$ cat config.mk
export PLATFORM = sky130hd
export DESIGN_NAME = xgmii_rs_tx
export DESIGN_NICKNAME = d
export VERILOG_FILES = /design/src/rtl/xgmii_pkg.sv /design/src/rtl/xgmii_term_encoder.sv /design/src/rtl/xgmii_rs_tx.sv
export SDC_FILE = /design/constraint.sdc
export NUM_CORES = 1
export LEC_CHECK = 0
export CAP_MARGIN = 40
export CORE_MARGIN = 1
export CORE_UTILIZATION = 45
export CTS_BUF_LIST = sky130_fd_sc_hd__clkbuf_8 sky130_fd_sc_hd__clkbuf_16
export CTS_CLUSTER_DIAMETER = 150
export CTS_CLUSTER_SIZE = 25
export DETAILED_ROUTE_END_ITERATION = 16
export PLACE_DENSITY_LB_ADDON = 0.05
export SETUP_SLACK_MARGIN = 0.3
export SYNTH_ARGS = -nofsm -noshare
export SYNTH_HDL_FRONTEND = slang
export SYNTH_HIERARCHICAL = 1
export SYNTH_SLANG_ARGS = --single-unit
$ cat constraint.sdc
create_clock -name clk -period 1.9 [get_ports clk]
set_input_delay 0.38 -clock clk [delete_from_list [all_inputs] [get_ports clk]]
set_output_delay 0.38 -clock clk [all_outputs]
set_load 0.005 [all_outputs]
$ cat src/rtl/xgmii_pkg.sv
// Shared XGMII character codes, fixed ordered-set words and the transmit FSM state type.
package xgmii_pkg;

  localparam logic [7:0] CH_IDLE     = 8'h07;
  localparam logic [7:0] CH_START    = 8'hFB;
  localparam logic [7:0] CH_TERM     = 8'hFD;
  localparam logic [7:0] CH_ERROR    = 8'hFE;
  localparam logic [7:0] CH_SEQ      = 8'h9C;
  localparam logic [7:0] CH_PREAMBLE = 8'h55;
  localparam logic [7:0] CH_SFD      = 8'hD5;

  localparam logic [63:0] WORD_IDLE  = {8{CH_IDLE}};
  localparam logic [63:0] WORD_ERROR = {8{CH_ERROR}};
  localparam logic [63:0] WORD_START = {CH_SFD, {6{CH_PREAMBLE}}, CH_START};
  localparam logic [63:0] WORD_TERM  = {{7{CH_IDLE}}, CH_TERM};
  // Sequence ordered sets: 0x9C in lanes 0 and 4, fault code in lanes 3 and 7.
  localparam logic [63:0] WORD_RF    = {2{8'h02, 8'h00, 8'h00, CH_SEQ}};
  localparam logic [63:0] WORD_LF    = {2{8'h01, 8'h00, 8'h00, CH_SEQ}};

  localparam logic [7:0] TXC_ALL   = 8'hFF;
  localparam logic [7:0] TXC_NONE  = 8'h00;
  localparam logic [7:0] TXC_START = 8'h01;
  localparam logic [7:0] TXC_SEQ   = 8'h11;

  typedef enum logic [1:0] {
    ST_IDLE,
    ST_DATA,
    ST_TERM,
    ST_IFG
  } tx_state_t;

endpackage

$ cat src/rtl/xgmii_term_encoder.sv
// Builds the end-of-frame XGMII word for 1..7 valid bytes: data, /T/, then idles.
module xgmii_term_encoder
  import xgmii_pkg::*;
(
  input  logic [63:0] data,
  input  logic [2:0]  bytes,
  output logic [63:0] txd,
  output logic [7:0]  txc
);

  for (genvar gi = 0; gi < 8; gi++) begin : g_lane
    localparam logic [2:0] LANE = 3'(gi);
    assign txc[gi]         = !(LANE < bytes);
    assign txd[8*gi +: 8]  = (LANE < bytes)  ? data[8*gi +: 8] :
                             (LANE == bytes) ? CH_TERM : CH_IDLE;
  end

endmodule

$ cat src/rtl/xgmii_rs_tx.sv
// Transmit reconciliation sublayer: frames a 64-bit word stream into XGMII and
// handles link fault signalling.
module xgmii_rs_tx
  import xgmii_pkg::*;
#(
  parameter int IFG_CYCLES = 2,
  parameter int FAULT_HOLD = 4
) (
  input  logic        clk,
  input  logic        reset,
  input  logic [63:0] tx_data,
  input  logic        tx_valid,
  input  logic        tx_start,
  input  logic        tx_end,
  input  logic [2:0]  tx_bytes,
  output logic        tx_ready,
  input  logic        local_fault,
  input  logic        remote_fault,
  output logic [63:0] xgmii_txd,
  output logic [7:0]  xgmii_txc,
  output logic        tx_underrun,
  output logic        tx_dropped
);

  localparam int HOLD_W = $clog2(FAULT_HOLD + 1);
  localparam int IFG_W  = $clog2(IFG_CYCLES + 1);

  tx_state_t        state_reg;
  logic [IFG_W-1:0] ifg_cnt_reg;
  logic [63:0]      txd_reg;
  logic [7:0]       txc_reg;
  logic             underrun_reg;

  logic [1:0]  fault_in;
  logic [1:0]  fault_reg;   // bit 0 = local, bit 1 = remote
  logic [63:0] term_txd;
  logic [7:0]  term_txc;
  logic        idle_drop;

  assign fault_in = {remote_fault, local_fault};

  // A fault sets immediately and clears only after FAULT_HOLD quiet cycles.
  for (genvar gi = 0; gi < 2; gi++) begin : g_fault
    logic              flt_reg;
    logic [HOLD_W-1:0] cnt_reg;

    always_ff @(posedge clk) begin
      if (reset) begin
        flt_reg <= 1'b0;
        cnt_reg <= '0;
      end else if (fault_in[gi]) begin
        flt_reg <= 1'b1;
        cnt_reg <= '0;
      end else if (flt_reg) begin
        if (cnt_reg == HOLD_W'(FAULT_HOLD - 1)) begin
          flt_reg <= 1'b0;
          cnt_reg <= '0;
        end else begin
          cnt_reg <= cnt_reg + 1'b1;
        end
      end
    end

    assign fault_reg[gi] = flt_reg;
  end

  xgmii_term_encoder u_term_encoder (
    .data  (tx_data),
    .bytes (tx_bytes),
    .txd   (term_txd),
    .txc   (term_txc)
  );

  // The handshake is decided from registered state plus this cycle's word:
  // in IDLE only stray non-start words are pulled (and thrown away).
  assign idle_drop  = !fault_reg[0] && !fault_reg[1] && tx_valid && !tx_start;
  assign tx_ready   = !reset && ((state_reg == ST_DATA) ||
                                 (state_reg == ST_IDLE && idle_drop));
  assign tx_dropped = !reset && (state_reg == ST_IDLE) && idle_drop;

  always_ff @(posedge clk) begin
    if (reset) begin
      state_reg    <= ST_IDLE;
      ifg_cnt_reg  <= '0;
      txd_reg      <= WORD_IDLE;
      txc_reg      <= TXC_ALL;
      underrun_reg <= 1'b0;
    end else begin
      txd_reg      <= WORD_IDLE;
      txc_reg      <= TXC_ALL;
      underrun_reg <= 1'b0;
      case (state_reg)
        ST_IDLE: begin
          if (fault_reg[0]) begin
            txd_reg <= WORD_RF;
            txc_reg <= TXC_SEQ;
          end else if (!fault_reg[1] && tx_valid && tx_start) begin
            // Start word is emitted without consuming the first frame word.
            txd_reg   <= WORD_START;
            txc_reg   <= TXC_START;
            state_reg <= ST_DATA;
          end
        end
        ST_DATA: begin
          if (!tx_valid) begin
            txd_reg      <= WORD_ERROR;
            underrun_reg <= 1'b1;
            ifg_cnt_reg  <= IFG_W'(IFG_CYCLES);
            state_reg    <= ST_IFG;
          end else if (tx_end && tx_bytes != 3'd0) begin
            txd_reg     <= term_txd;
            txc_reg     <= term_txc;
            ifg_cnt_reg <= IFG_W'(IFG_CYCLES);
            state_reg   <= ST_IFG;
          end else begin
            txd_reg <= tx_data;
            txc_reg <= TXC_NONE;
            if (tx_end) begin
              state_reg <= ST_TERM;
            end
          end
        end
        ST_TERM: begin
          txd_reg     <= WORD_TERM;
          ifg_cnt_reg <= IFG_W'(IFG_CYCLES);
          state_reg   <= ST_IFG;
        end
        ST_IFG: begin
          if (ifg_cnt_reg <= IFG_W'(1)) begin
            ifg_cnt_reg <= '0;
            state_reg   <= ST_IDLE;
          end else begin
            ifg_cnt_reg <= ifg_cnt_reg - 1'b1;
          end
        end
        default: state_reg <= ST_IDLE;
      endcase
    end
  end

  assign xgmii_txd   = txd_reg;
  assign xgmii_txc   = txc_reg;
  assign tx_underrun = underrun_reg;

endmodule
==> qor.txt <==
SETUP PATH
-------------------------------------------------------------------------------------------
R2r worst-path depth                                                                      8
Ordered list of cells on the worst path                                        inv_2, ha_4, nand2b_4, or3_4, nor3_4, nand2b_4, buf_6
Category of the critical setup timing path                                       reg -> out
Startpoint types                                                                       flop
Sort of element at the end of the critical path                                  output pin
Kind of cell with the highest combined delay on the critical path              simple AND/OR/NAND/NOR gates
Arrival time worst endpoint                                                         1690 ps
Setup slack of the worst register-to-register path                                   120 ps
Buffers and inverters on the worst path                                                   2
Start of the worst register-to-register path                                   state_reg[0]
Capturing point of the worst reg2reg path                                      xgmii_txd[33]
Maximum fanout encountered on the critical timing path                                    2
Slowest library cell on the worst path                                              dfxtp_2
Most common cell on crit path                                                      nand2b_4
Critical Path Max Stage Delay                                                        340 ps
Worst Path Required                                                                 1520 ps

PLACEMENT
-------------------------------------------------------------------------------------------
Count of placed standard cells including taps                                           784
Count of buffers inserted at the top-level ports                                        148
Worst slack, placed                                                                 -401 ps
Routability congestion estimate from global placement                                 0.815
Detailed placer's ending HPWL                                                       8.83 mm

LAYOUT
-------------------------------------------------------------------------------------------
Ratio of cells with drive above 1 in the final layout                                 27.9%
Layout Utilization                                                                    80.7%
Number of nets in the layout                                                            796
Synth-to-Final Area Change                                                            72.8%
Flip-flop count of the largest register after layout                                     64
Post-route non-filler standard cell count                                               829

STATUS
-------------------------------------------------------------------------------------------
Failing checks                                                                 negative setup slack
Result of the run                                                              finished, violations left

MIN PATH
-------------------------------------------------------------------------------------------
Hold Startpoint                                                                    tx_valid
Path class of the lowest-slack min-delay path                                     in -> reg
Destination of the worst hold path                                              tx_underrun
Hold path cells                                                                           3

DETAILED ROUTING
-------------------------------------------------------------------------------------------
Number of antenna-violating nets in the routed design                                     0
DRT Pass-1 Iters                                                                          4
Remaining design rule violation count                                                     0
Post-DR wirelength/cell                                                        17.7 microns
Vias per cell                                                                          5.45
Number of design-rule violations left by the first detailed-router iteration            228
Wire length after detailed routing                                                  14.7 mm
Via count of the routed design                                                         4520

CTS
-------------------------------------------------------------------------------------------
TritonCTS sink count                                                                     85
Clock tree from TritonCTS                                                             built
Number of buffers between clock root and the deepest sink                                 2
Max H-tree Level                                                                          3
Clock latency on the worst-skew pair                                                 360 ps
Cell at the root of the clock tree                                                 clkbuf_8
Clock-pin slew of the registers on the worst-case setup and hold paths                90 ps
Clock buffers created by TritonCTS                                                        9

FLOORPLANNING
-------------------------------------------------------------------------------------------
Area of the core                                                                 8760 sq um
Initial cell density of the core                                                      46.7%
Number of standard-cell rows in the floorplan                                            34
Area of the die                                                                  9480 sq um
Die span in x                                                                  97.4 microns
Number of top-level pins                                                                149
Height of the chip                                                             97.4 microns

SYNTHESIS
-------------------------------------------------------------------------------------------
Largest area contributor in the netlist                                             dfxtp_1
Dominant combinational cell family by area after synthesis                     simple AND/OR/NAND/NOR gates
Count of distinct cell types in the synthesized netlist                                  51
Synth Area in XOR/XNOR                                                                   0%
Warnings, synthesis                                                                       6
Top-area cell type share of the netlist area                                          41.6%
Share of synthesized area occupied by flip-flops and latches                          41.6%
Fraction of synthesized area in multiplexers                                          4.68%
Cells taking the most area after synthesis                                     dfxtp_1 (42%), nand2_1 (12%), a31oi_1 (7.2%)
Number of synthesized flops with an enable pin                                            0
Total standard cell area after synthesis                                         4090 sq um
Synth Instances                                                                         506
Async SR Flop Fraction                                                                   0%
Syn Area/Cell                                                                    8.09 sq um
FF+latch count, synth                                                                    85
Post-synth top flop                                                                 dfxtp_1
Simple-gate portion of the synthesized area                                           23.1%
Synth Area in Adders                                                                  2.14%
Synth Area in Compound Gates                                                          20.1%

STA
-------------------------------------------------------------------------------------------
Max Freq                                                                            483 MHz
Post-route setup slack                                                              -171 ps
Period utilisation layout                                                              109%
Clk_skew                                                                            10.2 ps
Fin. max-slew vios                                                                        0
Final setup violation count                                                               2
Setup TNS                                                                           -320 ps
Count of endpoints failing hold in the final timing report                                0
Final critical path time including I/O delays and setup                             2070 ps
Unrepaired setup endpoints after global routing                                         yes

GLOBAL ROUTING
-------------------------------------------------------------------------------------------
Initial antenna violation count                                                           1
Pin count of the biggest net entering global routing                                     41
Overall fraction of global-route tracks in use                                        25.9%
Total gr overflow                                                                         0
Global-route wire length before repair                                              19.8 mm
Via count of the first global-routing pass                                             4084

POWER AND IR DROP
-------------------------------------------------------------------------------------------
Net Switching                                                                       2370 uW
Sequential cell fraction of total power                                               33.9%
Portion of total power attributed to combinational logic                              49.2%
Static leakage                                                                   0.00304 uW
Power per cell area                                                            1030 nW/um^2
Clock network fraction of design power                                                16.9%
Maximum VDD drop                                                                   0.736 mV
Int Pwr                                                                             4930 uW
Switching share of power                                                              32.5%

JOB
-------------------------------------------------------------------------------------------
MaxCap Viol Count                                                                         0

per-layer routing:
layer | GRT usage (%) | up-vias | wire length [microns]
met5 | 0 | - | 0
met4 | 6.79 | 0 | 261
met3 | 4.39 | 32 | 686
met2 | 47.0 | 178 | 7850
met1 | 31.4 | 2162 | 5910
li1 | - | 2148 | -
cell families (layout without fill, tap and decap cells):
| family | Yosys count | after routing |
|---|---|---|
| AND/OR/NAND/NOR | 206 | 206 |
| AO/OA/AOI/OAI | 128 | 128 |
| flip-flops | 85 | 85 |
| buffers and inverters | 60 | 272 |
| multiplexers | 19 | 19 |
| adder cells (fa/ha/maj) | 7 | 7 |
| other | 1 | 4 |
per-stage QoR:
| stage | hold WS [ps] | power [uW] | area (sq um) |
|---|---|---|---|
| global route | 372 | 7610 | 7070 |
| finish | 363 | 7300 | 7070 |
| global placement | 420 | 5030 | 6000 |
| floorplan | 409 | 3430 | 4120 |
| CTS | 453 | 6490 | 6370 |
| detailed placement | 440 | 5100 | 6000 |
cells in the final DEF, fill, tap and decap left out, types with 3 or more instances in the layout:
cell and n:
o21ai_0 11, clkbuf_8 11, and3_1 4, inv_1 14
nand2_4 3, nand2_1 124, mux2i_1 16, a31oi_4 11
buf_4 65, buf_12 7, nand3_1 7, nand2b_1 6
ha_4 5, or2_2 15, buf_6 16, o21a_1 11
nor2_4 3, dlymetal6s2s_1 12, dfxtp_1 79, nor3_1 5
or3_4 3, o21ai_1 3, a21oi_1 16, clkdlybuf4s50_1 131
o21ai_2 12, a21o_1 12, dfxtp_2 6, nor2_1 16
buf_8 3, a31oi_1 34, conb_1 3
synth_stat cells (all sizes together), types with 2 or more instances:
library cell  instances
and3                  5
nor3                  9
o21ai                28
o31ai                 3
nand2               128
clkbuf                5
nand3b                2
nor3b                 2
or2                  16
nand2b                8
a21o                 12
mux2i                18
o21a                 11
a21oi                18
ha                    7
or3                   3
a31oi                47
dfxtp                85
nor2                 19
nand3                 8
inv                  16
buf                  39
nor2b                 2
tightest hold or removal path, cell delays in order:
cell and delay [ps]:
dlymetal6s2s_1 120, buf_6 140, nor2_1 40
worst max-delay path by stage:
stage | startpoint | endpoint | slack, ps | cells after the start
after floorplan | state_reg[0] | tx_ready | 270 | 6
after global placement | tx_start | tx_ready | -400 | 5
after detailed placement | tx_start | tx_ready | -400 | 5
after CTS | state_reg[1] | tx_ready | -210 | 7
after global routing | state_reg[0] | tx_ready | -230 | 7
final | state_reg[0] | tx_ready | -170 | 7
layout make-up:
| type | instances | area (sq um) |
|---|---|---|
| Tap cell | 108 | 135 |
| Fill cell | 539 | 1690 |
| Sequential cell | 85 | 1710 |
| Inverter | 16 | 62.6 |
| Antenna cell | 1 | 2.50 |
| Multi-Input combinational cell | 363 | 2580 |
| Clock buffer | 11 | 151 |
| Timing Repair Buffer | 240 | 2390 |
| Clock inverter | 5 | 36.3 |
what timing repair did:
| action | in CTS | in global routing |
|---|---|---|
| buffers inserted | 8 | 17 |
| gates resized for setup | 38 | 101 |
| setup endpoints to repair | 56 | 79 |
| hold buffers | 0 | 0 |
| pin swaps | 9 | 15 |
| hold endpoints to repair | 0 | 0 |
| cloned | 1 | 2 |
power by group through the flow:
stage          Clock [uW]  Sequential (uW)  Combinational (uW)
2_1_floorplan           0             2550                 885
3_3_place_gp            0             2480                2550
3_5_place_dp            0             2490                2610
4_1_cts              1240             2450                2800
5_1_grt              1320             2520                3770
6_report             1230             2470                3590
No activity file was read; power rests on OpenSTA's default activity.
